### config.mk
export PLATFORM = sky130hd
export DESIGN_NAME = cpu_mem_sequencer
export DESIGN_NICKNAME = d
export VERILOG_FILES = /design/src/rtl/scic_pkg.sv /design/src/rtl/run_watchdog.sv /design/src/rtl/cpu_mem_sequencer.sv
export SDC_FILE = /design/constraint.sdc
export NUM_CORES = 1
export LEC_CHECK = 0
export BUFFER_PORTS_ARGS = -buffer_cell sky130_fd_sc_hd__buf_4
export CAP_MARGIN = 20
export CELL_PAD_IN_SITES_DETAIL_PLACEMENT = 0
export CELL_PAD_IN_SITES_GLOBAL_PLACEMENT = 1
export CORE_UTILIZATION = 32
export DETAILED_ROUTE_END_ITERATION = 6
export HOLD_SLACK_MARGIN = 0.12
export PLACE_DENSITY_LB_ADDON = 0.1
export SLEW_MARGIN = 5
export SYNTH_ARGS = -nofsm -noshare
export SYNTH_HDL_FRONTEND = slang
export SYNTH_HIERARCHICAL = 1
export SYNTH_SLANG_ARGS = --single-unit
### constraint.sdc
create_clock -name clock -period 3.4 [get_ports clock]
set_clock_uncertainty 0.15 [all_clocks]
set_input_delay 0 -clock clock [delete_from_list [all_inputs] [get_ports clock]]
set_output_delay 0 -clock clock [all_outputs]
set_load 0.005 [all_outputs]
### src/rtl/scic_pkg.sv
// Shared types and widths for the CPU, memory and sequencer.
package scic_pkg;

  localparam int unsigned ADDR_W = 16;
  localparam int unsigned DATA_W = 32;

  typedef enum logic [1:0] {
    LOAD,
    BOOT,
    RUN
  } seq_state_t;

endpackage

### src/rtl/run_watchdog.sv
// Saturating RUN-cycle counter with an optional limit compare.
module run_watchdog
  import scic_pkg::*;
#(
  parameter int unsigned MAX_CYCLES = 0
) (
  input  logic              clock,
  input  logic              reset,
  input  logic              clear,
  input  logic              enable,
  output logic [DATA_W-1:0] count,
  output logic              expire
);

  // MAX_CYCLES == 0 wraps to all-ones here but is masked out of expire below.
  localparam logic [DATA_W-1:0] LastCycle = DATA_W'(MAX_CYCLES - 1);

  logic [DATA_W-1:0] count_q, count_d;

  always_comb begin
    count_d = count_q;
    if (clear) begin
      count_d = '0;
    end else if (enable && (count_q != '1)) begin
      count_d = count_q + DATA_W'(1);
    end
  end

  always_ff @(posedge clock) begin
    if (reset) begin
      count_q <= '0;
    end else begin
      count_q <= count_d;
    end
  end

  assign count  = count_q;
  assign expire = (MAX_CYCLES != 0) && enable && (count_q == LastCycle);

endmodule

### src/rtl/cpu_mem_sequencer.sv
// Arbitrates the single-port memory between a host loader and the CPU, and sequences
// the CPU through reset hold, run and back to load mode on halt or watchdog expiry.
module cpu_mem_sequencer
  import scic_pkg::*;
#(
  parameter int unsigned RESET_HOLD = 2,
  parameter int unsigned MAX_CYCLES = 0
) (
  input  logic              clock,
  input  logic              reset,
  input  logic              host_valid,
  output logic              host_ready,
  input  logic              host_we,
  input  logic [ADDR_W-1:0] host_addr,
  input  logic [DATA_W-1:0] host_wdata,
  output logic [DATA_W-1:0] host_rdata,
  output logic              host_rvalid,
  input  logic              host_start,
  input  logic              host_halt,
  output logic              cpu_reset,
  input  logic [ADDR_W-1:0] cpu_address,
  input  logic              cpu_we,
  input  logic [DATA_W-1:0] cpu_data_out,
  output logic [DATA_W-1:0] cpu_data_in,
  output logic [ADDR_W-1:0] mem_address,
  output logic              mem_we,
  output logic [DATA_W-1:0] mem_wdata,
  input  logic [DATA_W-1:0] mem_rdata,
  output logic              running,
  output logic              timeout,
  output logic [DATA_W-1:0] run_cycles
);

  localparam logic [31:0] HoldLast = 32'(RESET_HOLD - 1);

  seq_state_t        state_q, state_d;
  logic [31:0]       hold_cnt_q, hold_cnt_d;
  logic              cpu_reset_q, cpu_reset_d;
  logic              rvalid_q, rvalid_d;
  logic [DATA_W-1:0] rdata_q, rdata_d;
  logic              timeout_q, timeout_d;
  logic              wd_clear, wd_enable, wd_expire;
  logic              host_accept;

  run_watchdog #(
    .MAX_CYCLES(MAX_CYCLES)
  ) u_run_watchdog (
    .clock (clock),
    .reset (reset),
    .clear (wd_clear),
    .enable(wd_enable),
    .count (run_cycles),
    .expire(wd_expire)
  );

  assign wd_enable = (state_q == RUN);

  always_comb begin
    state_d    = state_q;
    hold_cnt_d = hold_cnt_q;
    timeout_d  = timeout_q;
    wd_clear   = 1'b0;
    unique case (state_q)
      LOAD: begin
        // Start beats a simultaneous halt; halt alone is meaningless here.
        if (host_start) begin
          state_d    = BOOT;
          hold_cnt_d = '0;
          timeout_d  = 1'b0;
          wd_clear   = 1'b1;
        end
      end
      BOOT: begin
        if (host_halt) begin
          state_d = LOAD;
        end else if (hold_cnt_q == HoldLast) begin
          state_d = RUN;
        end else begin
          hold_cnt_d = hold_cnt_q + 32'd1;
        end
      end
      RUN: begin
        if (wd_expire) begin
          timeout_d = 1'b1;
        end
        if (host_halt || wd_expire) begin
          state_d = LOAD;
        end
      end
      default: state_d = LOAD;
    endcase
    cpu_reset_d = (state_d != RUN);
  end

  always_comb begin
    host_ready = (state_q == LOAD);
    if (state_q == LOAD) begin
      mem_address = host_addr;
      mem_we      = host_valid & host_we;
      mem_wdata   = host_wdata;
    end else begin
      mem_address = cpu_address;
      // CPU outputs are undefined until it has seen reset, so BOOT never writes.
      mem_we      = (state_q == RUN) & cpu_we;
      mem_wdata   = cpu_data_out;
    end
  end

  assign host_accept = host_valid & host_ready;

  always_comb begin
    rvalid_d = host_accept & ~host_we;
    rdata_d  = rvalid_d ? mem_rdata : rdata_q;
  end

  always_ff @(posedge clock) begin
    if (reset) begin
      state_q     <= LOAD;
      hold_cnt_q  <= '0;
      cpu_reset_q <= 1'b1;
      rvalid_q    <= 1'b0;
      rdata_q     <= '0;
      timeout_q   <= 1'b0;
    end else begin
      state_q     <= state_d;
      hold_cnt_q  <= hold_cnt_d;
      cpu_reset_q <= cpu_reset_d;
      rvalid_q    <= rvalid_d;
      rdata_q     <= rdata_d;
      timeout_q   <= timeout_d;
    end
  end

  assign cpu_reset   = cpu_reset_q;
  assign host_rvalid = rvalid_q;
  assign host_rdata  = rdata_q;
  assign timeout     = timeout_q;
  assign running     = (state_q == RUN);
  assign cpu_data_in = mem_rdata;

endmodule

==> metrics <==
tightest hold margin 0.135 ns; Reg-to-Reg End u_run_watchdog/count[26]; mapped cell area 0.00544 mm^2; clock sinks 101; final-report hold violation count 0; Pwr Total 2.94 mW; P_leak around 3.7 nW; DRC 0; Cell Pwr Density 332 mW/mm^2; Post-Synthesis Cells 655; Avg Vias per Cell roughly 5.0; Distinct cells, synth 58; Post-synth EDFFs 0; Worst-Margin Slew a little under 0.9 ns; vias in the first global route 6,020; min Tclk post-route between 2 and 3 ns; IO Pins 285; Top FF cell, synth dfxtp_1; outcome finished, final reports clean; Port-buffer cells 284; setup violators final 0; CTS buffer count 9; RSZ-0062 raised after global routing false; Root Driver clkbuf_16; critical path fanouts, max 8; Worst Setup End Kind register; initial core utilization approximately a third; placed wire-length estimate about 16 mm; MaxCap Viol Count 0; Pins Over Slew Limit 0; synth-to-layout area growth 63.0%; reg2reg start state_q[1]; R2R depth 6; final wirelength 21.3 mm; element type at the critical path start register; final instance area 0.00886 mm^2; Synth top area share 37.2%; DP Area 0.00753 mm^2; Mapped Avg Cell Area 8.30 um^2; post-synthesis async set-or-reset flop share 0%; Reg area 0.00202 mm^2; multi-input logic area 0.00299 mm^2; Clk pin slew, worst setup/hold paths 0.07 ns; R2R Setup Slk slightly below 0.7 ns; global route overflow 0; flops & latches, synth just over 100; Total GRT Usage 23.9%; WL/cell roughly 17 um; VDD IR max 0.259 mV; crit path to u_run_watchdog/count[26]; Worst Path Arrival 2.84 ns; DR vias just over 6k; Setup TNS 0 ns; non-filler cells, final approximately 1.2k; Synthesis Warnings 6; DIE HEIGHT 132 um; largest net degree at the start of global routing 43; drt first pass iters 4; Clock Latency Late Sink roughly 0.36 ns; first-pass GRT wire length 32.6 mm; layout cell share with drive strength beyond 1 37.7%; Synth area leader dfxtp_1; Hold WC Path Type in -> reg; syn nets 793; full die area ~0.018 mm^2; Area contributors post-synth dfxtp_1, mux2_2, nand2_1; maximum root-to-sink buffer count 2; site row count 47; Iter 0 DRT Violations 297; CTS resizes 0; Worst Setup SP state_q[1]; Slew headroom 41.6%; die width 132 um; fmax 0.369 GHz; CTS tree yes; sequential-to-total area share from yosys stat 37.2%; antenna-violating nets left 0; Layout Nets 1,133; WS Path Type reg -> reg; final worst-path cycle share 79.7%; RD Place Congestion 0.875; Post-Place Cells 1,104; initial antenna violation count 1; Core ar. about 0.017 mm^2; required time worst endpoint 3.53 ns; CTS H-tree lvls 3; FILL cells roughly 1.6k
-- final cells by class --
class | count | share of cell area (%)
Antenna cell | 1 | 0.0282
Clock buffer | 11 | 2.74
Clock inverter | 5 | 0.946
Inverter | 11 | 0.466
Multi-Input combinational cell | 478 | 33.7
Sequential cell | 101 | 22.8
Tap cell | 220 | 3.11
Timing Repair Buffer | 394 | 36.2
-- cells in the final DEF (no fill, tap or decap), types with 3 or more instances in the layout --
cell / instances
a211oi_1: 3
a21oi_1: 58
a31oi_1: 5
a41o_1: 4
and3_1: 11
buf_4: 294
clkbuf_16: 9
dfxtp_1: 101
dlygate4sd3_1: 100
ha_1: 3
inv_1: 10
mux2_2: 48
nand2_1: 100
nand3_1: 24
nand4_1: 20
nor2_1: 46
nor2b_1: 4
nor3_1: 9
nor4_1: 13
o211ai_1: 3
o21ai_0: 14
o21ai_1: 12
o31ai_1: 6
or2_2: 3
or3_1: 22
or4_1: 7
xnor2_1: 14
xor2_1: 8
-- worst max-delay path, stage by stage (launching register included) --
cell	delay (ns)
dfxtp_1	0.50
nor2b_1	0.46
nand4_1	0.15
or4_4	0.46
or4_4	0.46
or3_1	0.32
a21oi_1	0.14
-- through the flow --
step / setup slack [ns] / utilization, %
final: 0.691 / 53.5
after global routing: 0.488 / 53.5
after CTS: 0.692 / 53.4
after detailed placement: 0.700 / 45.4
after global placement: 0.764 / 45.4
after floorplan: 0.874 / -
-- routing by layer --
metal  track usage (%)  vias to the layer above  part of all wire [%]
li1                  -                     2993                     -
met1              29.4                     2869                    42
met2              40.0                      188                    49
met3              6.81                       25                   7.2
met4              7.60                        0                   2.1
met5                 0                        -                     0
-- synth_stat cells (all sizes together) (2+ instances only) --
cell type and n:
and3 11, or3b 2, nand4 23, nand3 24, and2 2, o31a 2
inv 11, nor4 14, or2 3, o21a 2, ha 3, a41o 4
o21ai 26, o31ai 6, a21oi 59, o211ai 3, nor3 9, clkbuf 20
nor2 49, a22oi 2, buf 45, nor2b 4, nor4b 2, xnor2 14
nand2b 2, o311ai 3, and4 3, nand2 100, a211oi 4, or4 9
or3 24, dfxtp 101, mux2 48, xor2 8, a31oi 5
-- worst min path at each step --
stage / startpoint / to / slack [ns] / cells after the start
finish: host_start / timeout / 0.13 / 4
global route: cpu_address[1] / mem_address[1] / 0.16 / 3
CTS: host_start / timeout / 0.15 / 4
detailed placement: mem_rdata[21] / cpu_data_in[21] / 0.03 / 2
global placement: mem_rdata[18] / cpu_data_in[18] / 0.03 / 2
floorplan: mem_rdata[0] / cpu_data_in[0] / -0.07 / 1
-- state kept, by name, indices dropped and copies added (netlist names) --
signal,flops
cpu_reset,1
hold_cnt_q,32
host_rdata,32
host_rvalid,1
state_q,2
timeout,1
u_run_watchdog/count,32
-- where the power goes --
part           internal, mW  switching, mW
clock network         0.667          0.478
logic                 0.346          0.232
registers              1.20         0.0133
total                  2.22          0.723
-- cells by family after synthesis --
| kind of cell | Yosys count | synth area share, % |
|---|---|---|
| compound gates | 120 | 13.5 |
| xor+xnor | 22 | 3.54 |
| fa+ha+maj | 3 | 0.690 |
| buf+inv | 76 | 8.10 |
| flops | 101 | 37.2 |
| mux | 49 | 10.1 |
| other cells | 1 | 0.0690 |
| simple gates | 283 | 26.8 |
-- what timing repair did --
item,4_1_cts,5_1_grt
hold endpoints to repair,72,0
setup buffers,0,0
hold buffers,100,0
Note: power is estimated with default switching activity, not from simulation.
